--- src/rtl/stack_access_sequencer.sv ---
// stack_access_sequencer
//   Bus-side partner of the stack pointer register. Runs 1..3 byte push or
//   pull sequences against page-one stack memory.
//     push byte: write at SP, then pulse sp_decrement
//     pull byte: pulse sp_increment, then read at SP
//
// Ports
//   fclk, reset        clock (rising edge), async active-high reset
//   start, pull        begin a sequence (sampled in IDLE only); 0=push 1=pull
//   byte_count         bytes to move, 1..3 (0 ignores start)
//   push_data          push order [23:16], [15:8], [7:0]
//   sp_in              current stack pointer
//   ready              bus cycle completes on an edge with ready=1
//   db_in              read data, sampled on the completing read edge
//   address_out        {STACK_PAGE, sp_in} while bus_valid, else 0
//   db_out, rw         write data (0 when not writing); 1=read / idle
//   bus_valid          stack bus cycle in progress
//   sp_increment/dec   one-cycle pulses to the SP register
//   pull_data          1st pulled byte in [7:0], 2nd [15:8], 3rd [23:16]
//   busy, done         busy in every non-IDLE state; done pulses at the end
//   stack_error        sticky SP wrap flag
//
// Optional build macro STACK_SEQ_WRAP_DETECT_EN enables wrap detection;
// without it stack_error is tied low.

module stack_access_sequencer #(
    parameter logic [7:0] STACK_PAGE = 8'h01
) (
    input  logic        fclk,
    input  logic        reset,
    input  logic        start,
    input  logic        pull,
    input  logic [1:0]  byte_count,
    input  logic [23:0] push_data,
    input  logic [7:0]  sp_in,
    input  logic        ready,
    input  logic [7:0]  db_in,
    output logic [15:0] address_out,
    output logic [7:0]  db_out,
    output logic        rw,
    output logic        bus_valid,
    output logic        sp_increment,
    output logic        sp_decrement,
    output logic [23:0] pull_data,
    output logic        busy,
    output logic        done,
    output logic        stack_error
);

    typedef enum logic [2:0] {
        IDLE,
        PUSH_WR,
        PUSH_DEC,
        PULL_INC,
        PULL_RD,
        DONE
    } state_t;

    state_t      state_q, state_d;
    logic [1:0]  rem_q, rem_d;
    logic [1:0]  idx_q, idx_d;
    logic [23:0] push_sh_q, push_sh_d;
    logic [23:0] pull_data_q, pull_data_d;
    logic        bus_valid_q, bus_valid_d;
    logic        rw_q, rw_d;
    logic [7:0]  db_out_q, db_out_d;
    logic        sp_inc_q, sp_inc_d;
    logic        sp_dec_q, sp_dec_d;
    logic        busy_q, busy_d;
    logic        done_q, done_d;

    always_comb begin
        state_d     = state_q;
        rem_d       = rem_q;
        idx_d       = idx_q;
        push_sh_d   = push_sh_q;
        pull_data_d = pull_data_q;

        case (state_q)
            IDLE: begin
                if (start && (byte_count != 2'd0)) begin
                    rem_d     = byte_count;
                    idx_d     = 2'd0;
                    push_sh_d = push_data;
                    if (pull) begin
                        pull_data_d = '0;
                        state_d     = PULL_INC;
                    end else begin
                        state_d = PUSH_WR;
                    end
                end
            end
            PUSH_WR: begin
                if (ready) state_d = PUSH_DEC;
            end
            PUSH_DEC: begin
                // Next push byte is always at the top of the shift register
                rem_d     = rem_q - 2'd1;
                push_sh_d = {push_sh_q[15:0], 8'h00};
                state_d   = (rem_q == 2'd1) ? DONE : PUSH_WR;
            end
            PULL_INC: begin
                state_d = PULL_RD;
            end
            PULL_RD: begin
                if (ready) begin
                    case (idx_q)
                        2'd0:    pull_data_d[7:0]   = db_in;
                        2'd1:    pull_data_d[15:8]  = db_in;
                        default: pull_data_d[23:16] = db_in;
                    endcase
                    idx_d   = idx_q + 2'd1;
                    rem_d   = rem_q - 2'd1;
                    state_d = (rem_q == 2'd1) ? DONE : PULL_INC;
                end
            end
            DONE: begin
                state_d = IDLE;
            end
            default: begin
                state_d = IDLE;
            end
        endcase

        // Outputs are decoded from the next state so they are registered
        // yet line up with the state they describe.
        bus_valid_d = (state_d == PUSH_WR) || (state_d == PULL_RD);
        rw_d        = (state_d != PUSH_WR);
        db_out_d    = (state_d == PUSH_WR) ? push_sh_d[23:16] : 8'h00;
        sp_inc_d    = (state_d == PULL_INC);
        sp_dec_d    = (state_d == PUSH_DEC);
        busy_d      = (state_d != IDLE);
        done_d      = (state_d == DONE);
    end

    always_ff @(posedge fclk or posedge reset) begin
        if (reset) begin
            state_q     <= IDLE;
            rem_q       <= '0;
            idx_q       <= '0;
            push_sh_q   <= '0;
            pull_data_q <= '0;
            bus_valid_q <= 1'b0;
            rw_q        <= 1'b1;
            db_out_q    <= '0;
            sp_inc_q    <= 1'b0;
            sp_dec_q    <= 1'b0;
            busy_q      <= 1'b0;
            done_q      <= 1'b0;
        end else begin
            state_q     <= state_d;
            rem_q       <= rem_d;
            idx_q       <= idx_d;
            push_sh_q   <= push_sh_d;
            pull_data_q <= pull_data_d;
            bus_valid_q <= bus_valid_d;
            rw_q        <= rw_d;
            db_out_q    <= db_out_d;
            sp_inc_q    <= sp_inc_d;
            sp_dec_q    <= sp_dec_d;
            busy_q      <= busy_d;
            done_q      <= done_d;
        end
    end

`ifdef STACK_SEQ_WRAP_DETECT_EN
    logic stack_error_q, stack_error_d;

    // sp_in still holds the pre-update value during the pulse state
    always_comb begin
        stack_error_d = stack_error_q
                      | ((state_q == PUSH_DEC) && (sp_in == 8'h00))
                      | ((state_q == PULL_INC) && (sp_in == 8'hFF));
    end

    always_ff @(posedge fclk or posedge reset) begin
        if (reset) stack_error_q <= 1'b0;
        else       stack_error_q <= stack_error_d;
    end

    assign stack_error = stack_error_q;
`else
    assign stack_error = 1'b0;
`endif

    assign address_out  = bus_valid_q ? {STACK_PAGE, sp_in} : 16'h0000;
    assign db_out       = db_out_q;
    assign rw           = rw_q;
    assign bus_valid    = bus_valid_q;
    assign sp_increment = sp_inc_q;
    assign sp_decrement = sp_dec_q;
    assign pull_data    = pull_data_q;
    assign busy         = busy_q;
    assign done         = done_q;

endmodule

--- config.mk ---
export PLATFORM = sky130hd
export DESIGN_NAME = stack_access_sequencer
export DESIGN_NICKNAME = d
export VERILOG_FILES = /design/src/rtl/stack_access_sequencer.sv
export SDC_FILE = /design/constraint.sdc
export NUM_CORES = 1
export LEC_CHECK = 0
export BUFFER_PORTS_ARGS = -buffer_cell sky130_fd_sc_hd__buf_2
export CORE_MARGIN = 8
export CORE_UTILIZATION = 56
export CTS_BUF_LIST = sky130_fd_sc_hd__clkbuf_2 sky130_fd_sc_hd__clkbuf_4 sky130_fd_sc_hd__clkbuf_8
export CTS_CLUSTER_SIZE = 10
export DETAILED_ROUTE_END_ITERATION = 10
export PLACE_DENSITY = 0.87
export SLEW_MARGIN = 10
export SYNTH_ARGS = -nofsm -noshare
export SYNTH_HDL_FRONTEND = slang
export SYNTH_SLANG_ARGS = --single-unit
--- constraint.sdc ---
create_clock -name fclk -period 5.9 [get_ports fclk]
set_input_delay 1.18 -clock fclk [delete_from_list [all_inputs] [get_ports fclk]]
set_output_delay 1.18 -clock fclk [all_outputs]
set_load 0.005 [all_outputs]
## Word-level counts from Yosys, hierarchy flattened

Index checks and enable logic that the tools add are counted.

| operators by class | value |
|---|---|
| $add $sub $neg | 2 |
| eq/ne operators | 18 |
| reductions and logical operators | 16 |
| multiplexer cells | 24 |

Operator list:

| kind | number |
|---|---|
| 24-bit two-way mux | 4 |
| 24-bit one-hot mux with 2 select lines | 2 |
| 8-bit two-way mux | 4 |
| 3-bit two-way mux | 5 |
| 3-bit one-hot mux with 5 select lines | 1 |
| 5-bit AND reduction | 3 |
| 3-bit by 2-bit equality test with 1-bit output (second input constant) | 4 |
| 2-bit != test (second input constant) | 6 |
| 2-bit two-way mux | 5 |
| 3-bit equality test (second input constant) | 3 |
| 9-bit two-way mux | 1 |
| 3-bit by 1-bit equality test with 1-bit output (second input constant) | 2 |
| 2-bit one-hot mux with 3 select lines | 1 |
| 3-bit AND reduction | 2 |
| 2-bit nonzero test | 3 |
| 3-bit nonzero test | 2 |
| 2-bit by 1-bit equality test with 1-bit output (second input constant) | 2 |
| 2-bit one-hot mux with 2 select lines | 1 |
| 3-bit zero test | 1 |
| 3-bit by 1-bit != test with 1-bit output (second input constant) | 1 |
| 2-bit by 1-bit adder with 2-bit output (second input constant) | 1 |
| 2-bit zero test | 1 |
| 2-bit AND reduction | 1 |
| 2-bit OR reduction | 1 |
| other kinds (3) | 3 |

| storage, ports and cells | value |
|---|---|
| bits in registers | 69 |
| logic and storage cells | 75 |
| bits of input ports | 47 |
| output and inout port bits | 55 |

## Depth between registers and ports, before layout

| logic depth | value |
|---|---|
| word-level depth | 6 |
| gate-level depth with buffers | 7 |
| depth with buffers taken out | 6 |

## Worst setup path after synthesis

OpenSTA, ideal clock, no wires.

| path | value |
|---|---|
| kind | input port to output port |
| from | input sp_in[0] |
| to | output address_out[0] |
| path slack | 3397 ps |
| required time | 4720 ps |
| stages | 1 |
| arrival time | 1323 ps |
| buffers on the path | 0 |
| cell sequence | and2_1 |

| on the way | value |
|---|---|
| longest elaborated chain between the ends | 1 |

RTL lines:

| what | line | text |
|---|---|---|
| start, declared | 35 | `input logic [7:0] sp_in,` |
| 9-bit two-way mux | 186 | `assign address_out = bus_valid_q ? {STACK_PAGE, sp_in} : 16'h0000;` |
| end, declared | 38 | `output logic [15:0] address_out,` |

No other way between the ends.

## Worst setup path after layout

Ends and elaborated chain as after synthesis.

==> results.md <==
- Status: finished clean
- Detail Route Antenna Nets: 0
- Async SR Flop Fraction: 1.00
- Cell Rows: 27
- Mux share of post-synthesis cell area: 0.0989
- Die ar.: 8250 um^2
- Largest net degree at the start of global routing: 70
- Hold Path Cell Cnt: 2
- Period minus WS final: 2.72 ns
- FMAX: 367 MHz
- Routed WL per cell: 16.7 um
- Post-Synth XOR/XNOR Area: 0
- Max Fanout on Critical Path: 1
- CP Data Required Time: 4.72 ns
- Worst-case clock buffer depth: 2
- Top FF cell, synth: dfrtp_1
- CTS tree: built
- Setup TNS: 0 ns
- Worst vdd ir: 301 uV
- M1 GR Usage: 0.184
- Grt total ovfl: 0
- Gates resized, CTS repair: 0
- Port Buffers: 93
- First-pass GRT wire length: 11700 um
- I/O Pins: 102
- Most frequent cells in the layout: 93 x buf_2, 68 x dfrtp_1, 38 x nand2_1
- Leak: 2.04 nW
- Slew headroom: 0.441
- Reg2Reg Setup Slack: 3.46 ns
- Post CTS Setup Buffer Count: 0
- Hold path startpoint: push_sh_q[8]
- Vias per cell: 5.26
- DR pass1 iterations: 4
- Slew @ Worst Pin: 0.839 ns
- Number of diodes: 0
- Post-synth EDFFs: 0
- Reg2Reg Launch Point: state_q[0]
- Met3 Use GR: 0.0665
- Initial antenna violation count: 0
- Synth-to-Final Area Change: 20.8%
- Cell variety after synth: 44
- Mapped Area: 3140 um^2
- CP Class: in2out
- Final-stage net count: 404
- Worst min path class: reg2reg
- Final estimated routing congestion in global placement: 0.845
- Final setup viols: 0
- HPWL after DPL: 5130 um
- Commonest non-fill, non-tap cell in the layout: buf_2
- Post-synthesis cell count: 261
- #FFs+latches synth: 69
- Clk_lat worst skew: 0.33 ns
- Final Max Slew Viols: 0
- Critical path arrival: 1.54 ns
- Via count: 2267
- Sequential fraction of the synthesis area: 0.551
- Simple-gate share of the synthesized area: 0.179
- Ratio of cells with drive above 1 in the final layout: 0.412
- Main combinational cell family by area after synthesis: simple AND/OR/NAND/NOR gates
- Clock slew at reported path FFs: 0.07 ns
- Core box area: 5470 um^2
- Most crowded layer after global routing: met2
- CTS Buf Count: 9
- Die height: 90.9 um
- Final WL: 7220 um
- Syn Area/Cell: 12.0 um^2
- Max-cap viol count: 0
- Number of global-route vias before repair: 2440
- Synth Area in Adders: 0.0120
- Initial Utilization: 0.573
- DRC: 0
- Crit path launch: sp_in[0]
- Critical path startpoint category: input port
- Final core occ: 0.693
- Die X-Extent: 90.9 um
- Reg2reg end: pull_data[19]
- GR Util All Layers: 0.177
- R2R depth: 4
- Final period util: 0.461
- PwrDens: 483 nW/um^2
- Fin Clk Skew: 0.00346 ns
- Hold_buf cts: 0
- RSZ-0062 raised after global routing: false
- Synthesis Warnings: 0
- CTS sink cnt: 69
- Hold worst-path end: push_sh_q[8]
- Fin. Hold Viols: 0
- Area fraction in compound gates after synthesis: 0.106
- Worst Setup End Kind: primary output
- Htree depth: 3
- M2 GR Usage: 0.305
- Root buf cell: clkbuf_8
- 1st-iter DRT viols: 128
synth_stat cells (2+ instances only):
library cell / instances / share of area
o221ai_4: 2 / 0.017
buf_2: 4 / 0.0064
nor3_1: 3 / 0.0048
mux2_2: 16 / 0.057
dfrtp_1: 68 / 0.54
nor2_1: 2 / 0.0024
a22oi_1: 8 / 0.019
nor3b_1: 2 / 0.0048
inv_1: 5 / 0.0060
buf_6: 2 / 0.0072
ha_1: 3 / 0.012
o21ai_0: 5 / 0.0080
or3_1: 2 / 0.0040
nand2_1: 38 / 0.045
o21a_1: 3 / 0.0072
nor2b_1: 9 / 0.018
buf_4: 13 / 0.031
nand3_1: 11 / 0.018
and2_1: 25 / 0.050
o21ai_1: 2 / 0.0032
a221o_1: 8 / 0.026
mux2_4: 8 / 0.038
flip-flops by register name (all words and copies together) (netlist names):
signal,count
db_out,8
done,1
sp_decrement,1
state_q,3
idx_q,2
sp_increment,1
bus_valid,1
rw,1
busy,1
rem_q,2
push_sh_q,24
pull_data,24
per-stage QoR:
stage	area (um^2)	hold slack, ns	cells	setup slack, ns	total power (W)
final	3790	0.473	431	3.18	0.00183
after global routing	3790	0.497	431	3.15	0.00195
after CTS	3790	0.473	431	3.17	0.00184
after detailed placement	3590	0.456	415	3.13	0.00146
after global placement	3590	0.450	415	3.18	0.00142
after floorplan	3160	0.438	268	2.98	0.00126
area by class of cell:
class / instances / area [um^2]
clock inverter: 4 / 47.5
sequential: 69 / 1730
timing repair buffer: 95 / 480
multi-input combinational: 174 / 1270
inverter: 5 / 18.8
fill: 392 / 1680
clock buffer: 12 / 153
tap: 72 / 90.1
where the power goes:
group | internal [W] | total (W) | switching (W)
sequential | 0.000656 | 0.000765 | 0.000109
combinational | 0.000327 | 0.000685 | 0.000359
clock | 0.000215 | 0.000380 | 0.000165
logic make-up after synthesis:
kind of cell | after synthesis
compound gates | 36
fa+ha+maj | 3
buf+inv | 25
flops | 69
mux | 25
other cells | 1
simple gates | 102
per-layer routing:
metal,wire length (um),vias to the layer above
met5,0,-
met4,143,0
met1,2820,1085
li1,-,1074
met3,620,12
met2,3640,96
how the worst max path moves through the flow:
stage,endpoint
final,address_out[0]
after global routing,address_out[4]
after CTS,address_out[0]
after detailed placement,pull_data[18]
after global placement,address_out[0]
after floorplan,bus_valid
critical path: stages:
cell and delay, ns:
buf_2 0.10, and2_1 0.14, buf_2 0.12
Power figures use the tool's default switching activity.
